$ cat src/rtl/dmem_arbiter.sv
// Round-robin arbiter sharing one fixed-latency synchronous data memory between the CPU (port 0) and DMA (port 1).
// Latency: ack in cycle k+2+MEM_LAT for a request sampled at the end of cycle k; losers and late arrivals wait with req held.
module dmem_arbiter #(
    parameter int ADDR_W  = 32,
    parameter int DATA_W  = 32,
    parameter int MEM_LAT = 2
) (
    input  logic              i_clk,
    input  logic              i_reset,
    input  logic              i_req0,
    input  logic              i_we0,
    input  logic [ADDR_W-1:0] i_addr0,
    input  logic [DATA_W-1:0] i_wdata0,
    output logic              o_ack0,
    input  logic              i_req1,
    input  logic              i_we1,
    input  logic [ADDR_W-1:0] i_addr1,
    input  logic [DATA_W-1:0] i_wdata1,
    output logic              o_ack1,
    output logic [DATA_W-1:0] o_rdata,
    output logic              o_cpu_stall,
    output logic              o_mem_en,
    output logic              o_mem_we,
    output logic [ADDR_W-1:0] o_mem_addr,
    output logic [DATA_W-1:0] o_mem_wdata,
    input  logic [DATA_W-1:0] i_mem_rdata
);

    typedef enum logic [1:0] {S_IDLE, S_ISSUE, S_WAIT, S_ACK} state_t;

    state_t            r_state;
    state_t            w_next;
    logic [3:0]        r_cnt;
    logic              r_last_grant;
    logic              r_owner;
    logic              r_we;
    logic [ADDR_W-1:0] r_addr;
    logic [DATA_W-1:0] r_wdata;
    logic [DATA_W-1:0] r_rdata;
    logic              w_grant_vld;
    logic              w_grant;

    // On a tie the port that did not win last time gets the grant.
    always_comb begin
        w_grant_vld = i_req0 | i_req1;
        w_grant     = (i_req0 && i_req1) ? ~r_last_grant : i_req1;
    end

    always_ff @(posedge i_clk or negedge i_reset) begin
        if (!i_reset) begin
            r_state <= S_IDLE;
        end else begin
            r_state <= w_next;
        end
    end

    always_comb begin
        w_next = r_state;
        case (r_state)
            S_IDLE:  if (w_grant_vld) w_next = S_ISSUE;
            S_ISSUE: w_next = S_WAIT;
            S_WAIT:  if (r_cnt == 4'd0) w_next = S_ACK;
            S_ACK:   w_next = S_IDLE;
            default: w_next = S_IDLE;
        endcase
    end

    always_ff @(posedge i_clk or negedge i_reset) begin
        if (!i_reset) begin
            r_cnt        <= 4'd0;
            r_last_grant <= 1'b1;
            r_owner      <= 1'b0;
            r_we         <= 1'b0;
            r_addr       <= '0;
            r_wdata      <= '0;
            r_rdata      <= '0;
        end else begin
            case (r_state)
                S_IDLE: begin
                    if (w_grant_vld) begin
                        r_owner      <= w_grant;
                        r_last_grant <= w_grant;
                        r_we         <= w_grant ? i_we1    : i_we0;
                        r_addr       <= w_grant ? i_addr1  : i_addr0;
                        r_wdata      <= w_grant ? i_wdata1 : i_wdata0;
                    end
                end
                S_ISSUE: r_cnt <= 4'(MEM_LAT - 1);
                S_WAIT: begin
                    // Writes capture too, so rdata always reflects the last completed access.
                    if (r_cnt == 4'd0) begin
                        r_rdata <= i_mem_rdata;
                    end else begin
                        r_cnt <= r_cnt - 4'd1;
                    end
                end
                default: ;
            endcase
        end
    end

    always_comb begin
        o_mem_en    = (r_state == S_ISSUE);
        o_mem_we    = (r_state == S_ISSUE) & r_we;
        o_ack0      = (r_state == S_ACK) & ~r_owner;
        o_ack1      = (r_state == S_ACK) &  r_owner;
        o_cpu_stall = i_reset & i_req0 & ~((r_state == S_ACK) & ~r_owner);
    end

    assign o_mem_addr  = r_addr;
    assign o_mem_wdata = r_wdata;
    assign o_rdata     = r_rdata;

endmodule

$ cat config.mk
export PLATFORM = sky130hd
export DESIGN_NAME = dmem_arbiter
export DESIGN_NICKNAME = d
export VERILOG_FILES = /design/src/rtl/dmem_arbiter.sv
export SDC_FILE = /design/constraint.sdc
export NUM_CORES = 1
export LEC_CHECK = 0
export BUFFER_PORTS_ARGS = -buffer_cell sky130_fd_sc_hd__clkbuf_2
export CAP_MARGIN = 20
export CORE_ASPECT_RATIO = 1.4
export CORE_UTILIZATION = 35
export CTS_CLUSTER_SIZE = 12
export DETAILED_ROUTE_END_ITERATION = 12
export GPL_TIMING_DRIVEN = 1
export PLACE_DENSITY = 0.68
export SYNTH_ARGS = -nofsm -noshare
export SYNTH_HDL_FRONTEND = slang
export SYNTH_SLANG_ARGS = --single-unit
$ cat constraint.sdc
create_clock -name i_clk -period 4.14 [get_ports i_clk]
set_clock_uncertainty 0.15 [all_clocks]
set_input_delay 0.414 -clock i_clk [delete_from_list [all_inputs] [get_ports i_clk]]
set_output_delay 0.414 -clock i_clk [all_outputs]
set_load 0.02 [all_outputs]
Word level (Yosys, flattened, before mapping)
Cells that the tools add are included.
- bits in registers: 105
- bits of input ports: 166
- output and inout bits: 101
- logic and storage cells: 41
- add/subtract/negate cells: 1
- equality and inequality tests: 6
- mux-type cells: 9
- bitwise operators: 9
- reduce and logical (&&, ||, !) cells: 8
- operators with widths (cell ; count):
    $mux W32 ; 2
    $pmux W2 S4 ; 1
    $pmux W4 S2 ; 1
    $reduce_and A2 Y1 ; 4
    $ne A2 B2 Y1 const B ; 3
    $and A1 B1 Y1 ; 5
    $eq A2 B2 Y1 const B ; 2
    $logic_not A4 Y1 ; 1
    $mux W2 ; 2
    $mux W4 ; 1
    $sub A4 B1 Y4 const B ; 1
    $not A1 Y1 ; 3
    $eq A2 B1 Y1 const B ; 1
    $logic_not A2 Y1 ; 1
    $mux W1 ; 2
    $reduce_bool A2 Y1 ; 1
    $logic_and A1 B1 Y1 ; 1
    $or A1 B1 Y1 ; 1

Longest topological paths before layout
- depth in word-level cells: 4
- mapped depth: 7

Least setup slack after synthesis
Ideal clock, no wire load.
- path kind: register to register
- start point: register r_state[0]
- end point: register r_rdata[21], in the netlist o_rdata[21]
- arrival time: 1.720 ns
- data required time: 3.865 ns
- slack: 2.145 ns
- cell stages (with the launch flop): 8
- path buffers: 2
- cells stage by stage: dfrtp_1 inv_1 ha_1 buf_4 inv_2 nor4b_4 buf_6 mux2_2
- cells in the longest elaborated chain, start to end: 2
- ends and longest elaborated chain (element ; line ; text):
    from (decl) ; 31 ; state_t r_state;
    from (signal assigned) ; 53 ; r_state <= w_next;
    $eq A2 B2 Y1 ; 78 ; case (r_state)
    $reduce_and A2 Y1 (no line) ; n/a ;
    to (signal assigned) ; 92 ; r_rdata <= i_mem_rdata;
    to (decl) ; 39 ; logic [DATA_W-1:0] r_rdata;
Every way passes these cells.
A chain may end at the register's enable or synchronous reset.

Worst setup path in the final report
- start point: input i_reset
- end point: output o_cpu_stall
- cells in the longest elaborated chain, start to end: 2
- ends and longest elaborated chain (element ; line ; text):
    from (decl) ; 9 ; input logic i_reset,
    $and A1 B1 Y1 (2 in series) ; 107 ; o_cpu_stall = i_reset & i_req0 & ~((r_state == S_ACK) & ~r_owner);
    to (decl) ; 21 ; output logic o_cpu_stall,
Every way passes these cells.

==> impl_metrics.py <==
metrics = {
    "clocking": {
        "htreeDepth": 3,
        "numCtsBuffers": 9,
        "cts_tree": "done",
        "path_clk_slew_ns": 0.07,
        "cts_buffer_depth": 2,
        "worstSkewPairLatency_ns": 0.34,
        "postCtsSetupBuffers": 0,
        "cts_root_buf": "clkbuf_16",
        "clock_sinks": 105,
    },
    "placement": {
        "placed_cells": 826,
        "hpwl_um": 9000,
        "placed_area_mm2": 0.00614,
        "routabilityCongestion": 0.764,
        "io_buffers": 266,
        "place_ws_ns": 1.75,
    },
    "routing": {
        "drc": 0,
        "drtIter0Drc": 64,
        "wirelength_um": 11500,
        "vias": 3865,
        "postRouteAntennaNets": 0,
        "first_pass_iters": 4,
        "wire_per_inst_um": 13.7,
        "vias_per_cell": 4.58,
    },
    "worst_setup_path": {
        "regToRegStartpoint": "r_last_grant",
        "critical_path.max_stage_delay_ns": 0.54,
        "end_kind": "primary output",
        "worst_ep_arrival_time_ns": 1.81,
        "crit_path_start_kind": "primary input",
        "crit_start": "i_reset",
        "cpMaxStageDelayCell": "dlygate4sd3_1",
        "crit_fanout": 42,
        "crit_type": "in -> out",
        "crit_required_ns": 3.58,
        "crit_chain": "dlygate4sd3_1, buf_4, nand2_1, nor2_1, clkbuf_2",
    },
    "final_layout": {
        "antenna-diode-count": 0,
        "final_cell_area_mm2": 0.00644,
        "fill_cells": 1239,
        "drive_gt1_frac": 0.487,
        "final_core_util": 0.496,
        "instances_no_fill": 843,
        "fin_nets": 832,
        "area_growth_pct": 37.0,
    },
    "sta": {
        "fin_crit_sh": 0.573,
        "hold_ws_ns": 0.149,
        "rsz0062_at_grt": "no",
        "slew_headroom": 0.384,
        "drv_slew": 0,
        "period_needed_ns": 2.37,
        "setup_viol": 0,
        "worst_slack_ns": 1.77,
        "max_freq_ghz": 0.421,
        "tightest_slew_ns": 0.925,
        "totalNegativeSetupSlack_ns": 0,
        "hold_viol": 0,
    },
    "synth": {
        "synth_area_leader_cell": "dfrtp_1",
        "synth_cell_types": 30,
        "synth_top_area_frac": 0.554,
        "synthFlopType": "dfrtp_1",
        "synth_edf_count": 0,
        "yosysSeqAreaShare": 0.559,
        "synth.most_common_cell": "dfrtp_1",
        "netlist_instances": 402,
        "synth_nets": 574,
        "synth_area_leaders": "dfrtp_1, mux2i_1, mux2_2, o21ai_0, nand2_1",
        "netlist_area_mm2": 0.00470,
        "synth.avg_cell_area_um2": 11.7,
        "synthTopCellsByCount": "dfrtp_1, nand2_1, mux2i_1",
        "synth-seq-cells": 105,
        "synth_warnings": 0,
        "async_reset_ff_frac": 1.00,
    },
    "power_and_ir_drop": {
        "switching_share": 0.421,
        "power.total_mw": 4.88,
        "power_leakage_nw": 3.58,
        "pwr-share-comb": 0.459,
        "switching_power_mw": 2.06,
        "vdd_ir_drop_max_mv": 0.268,
        "p_int_mw": 2.83,
        "p_seq_frac": 0.374,
        "p_per_area_mw_per_mm2": 758,
        "clockPowerShare": 0.167,
    },
    "floorplanning": {
        "io_pins": 267,
        "start_util": 0.362,
        "core_area_mm2": 0.0130,
        "die-width_um": 99.9,
        "die_area_mm2": 0.0139,
        "placementRows": 49,
        "dieHeight_um": 139,
    },
    "run": {
        "cap_violations": 0,
    },
    "grt": {
        "antenna_found_initial": 0,
        "grt_pass1_wl_um": 18100,
        "gr-usage-all-layers": 0.165,
        "grt_pass1_vias": 3911,
        "overflow": 0,
        "grt_max_degree": 73,
    },
    "min_path": {
        "hold_path.class": "in -> reg",
        "hp-start": "i_mem_rdata[28]",
    },
    "status": {
        "run_status": "finished clean",
    },
}
worst max-delay path: cells and delay by family:
kind | cells | cell delay, ns
and+or+nand+nor | 2 | 0.20
buffers and inverters | 3 | 1.16
cells by family after synthesis:
| group | count (synthesis) | share of synthesized area |
|---|---|---|
| flip-flops | 105 | 0.559 |
| multiplexers | 101 | 0.224 |
| AND/OR/NAND/NOR | 84 | 0.0769 |
| AO/OA/AOI/OAI | 74 | 0.0820 |
| buffers and inverters | 32 | 0.0421 |
| adder cells (fa/ha/maj) | 6 | 0.0160 |
power by group through the flow:
stage          combinational, mW  sequential (mW)  clock, mW
2_1_floorplan              0.955             2.38          0
3_3_place_gp                2.21             1.82          0
3_5_place_dp                2.28             1.85          0
4_1_cts                     2.28             1.83      0.852
5_1_grt                     2.47             1.89      0.896
6_report                    2.24             1.83      0.818
sequential cells by signal, indices dropped and copies added, names as in the netlist:
| name | flops |
|---|---|
| r_state | 2 |
| r_cnt | 4 |
| o_rdata | 32 |
| r_last_grant | 1 |
| r_owner | 1 |
| o_mem_addr | 32 |
| r_we | 1 |
| o_mem_wdata | 32 |
cells in the final DEF (no fill, tap or decap), types with 2 or more instances in the layout:
master       n
buf_4        7
and2_1       2
clkbuf_16    9
mux2i_1     68
nand2_1     71
mux2_1       3
nor2_1       3
inv_1        5
a21oi_1      3
mux2_2      30
o21ai_0     66
clkinv_2     2
inv_6        3
ha_1         6
clkbuf_2   265
dfrtp_1    104
worst paths after layout:
check                                        to  slack (ns)  depth (start not counted)
worst min-delay path                o_rdata[28]        0.15                          2
worst max register to register   o_mem_wdata[9]        1.81                          4
max in group asynchronous         o_mem_addr[2]        2.18                          3
worst min register to register  o_mem_wdata[19]        0.33                          2
min in group asynchronous            o_rdata[2]        0.48                          2
worst max-delay path                o_cpu_stall        1.77                          5
area by class of cell:
type                    instances  area [um^2]  share of cell area
inverters                       6         22.5             0.00350
repair buffers                273         1390               0.216
well taps                     178          223              0.0346
clock inverters                 6         47.5             0.00738
flip-flops and latches        105         2630               0.408
multi-input cells             265         1890               0.294
clock buffers                  10          239              0.0371
per-layer routing:
layer	vias to the layer above	GRT usage	wire length [um]
li1	1894	-	-
met1	1760	0.173	4380
met2	194	0.308	6020
met3	17	0.0423	915
met4	0	0.0627	216
met5	-	0	0
repair_timing:
item | CTS | global route
hold buffers | 1 | 0
gates resized for setup | 0 | 0
hold endpoints to repair | 39 | 0
Power figures use the tool's default switching activity.
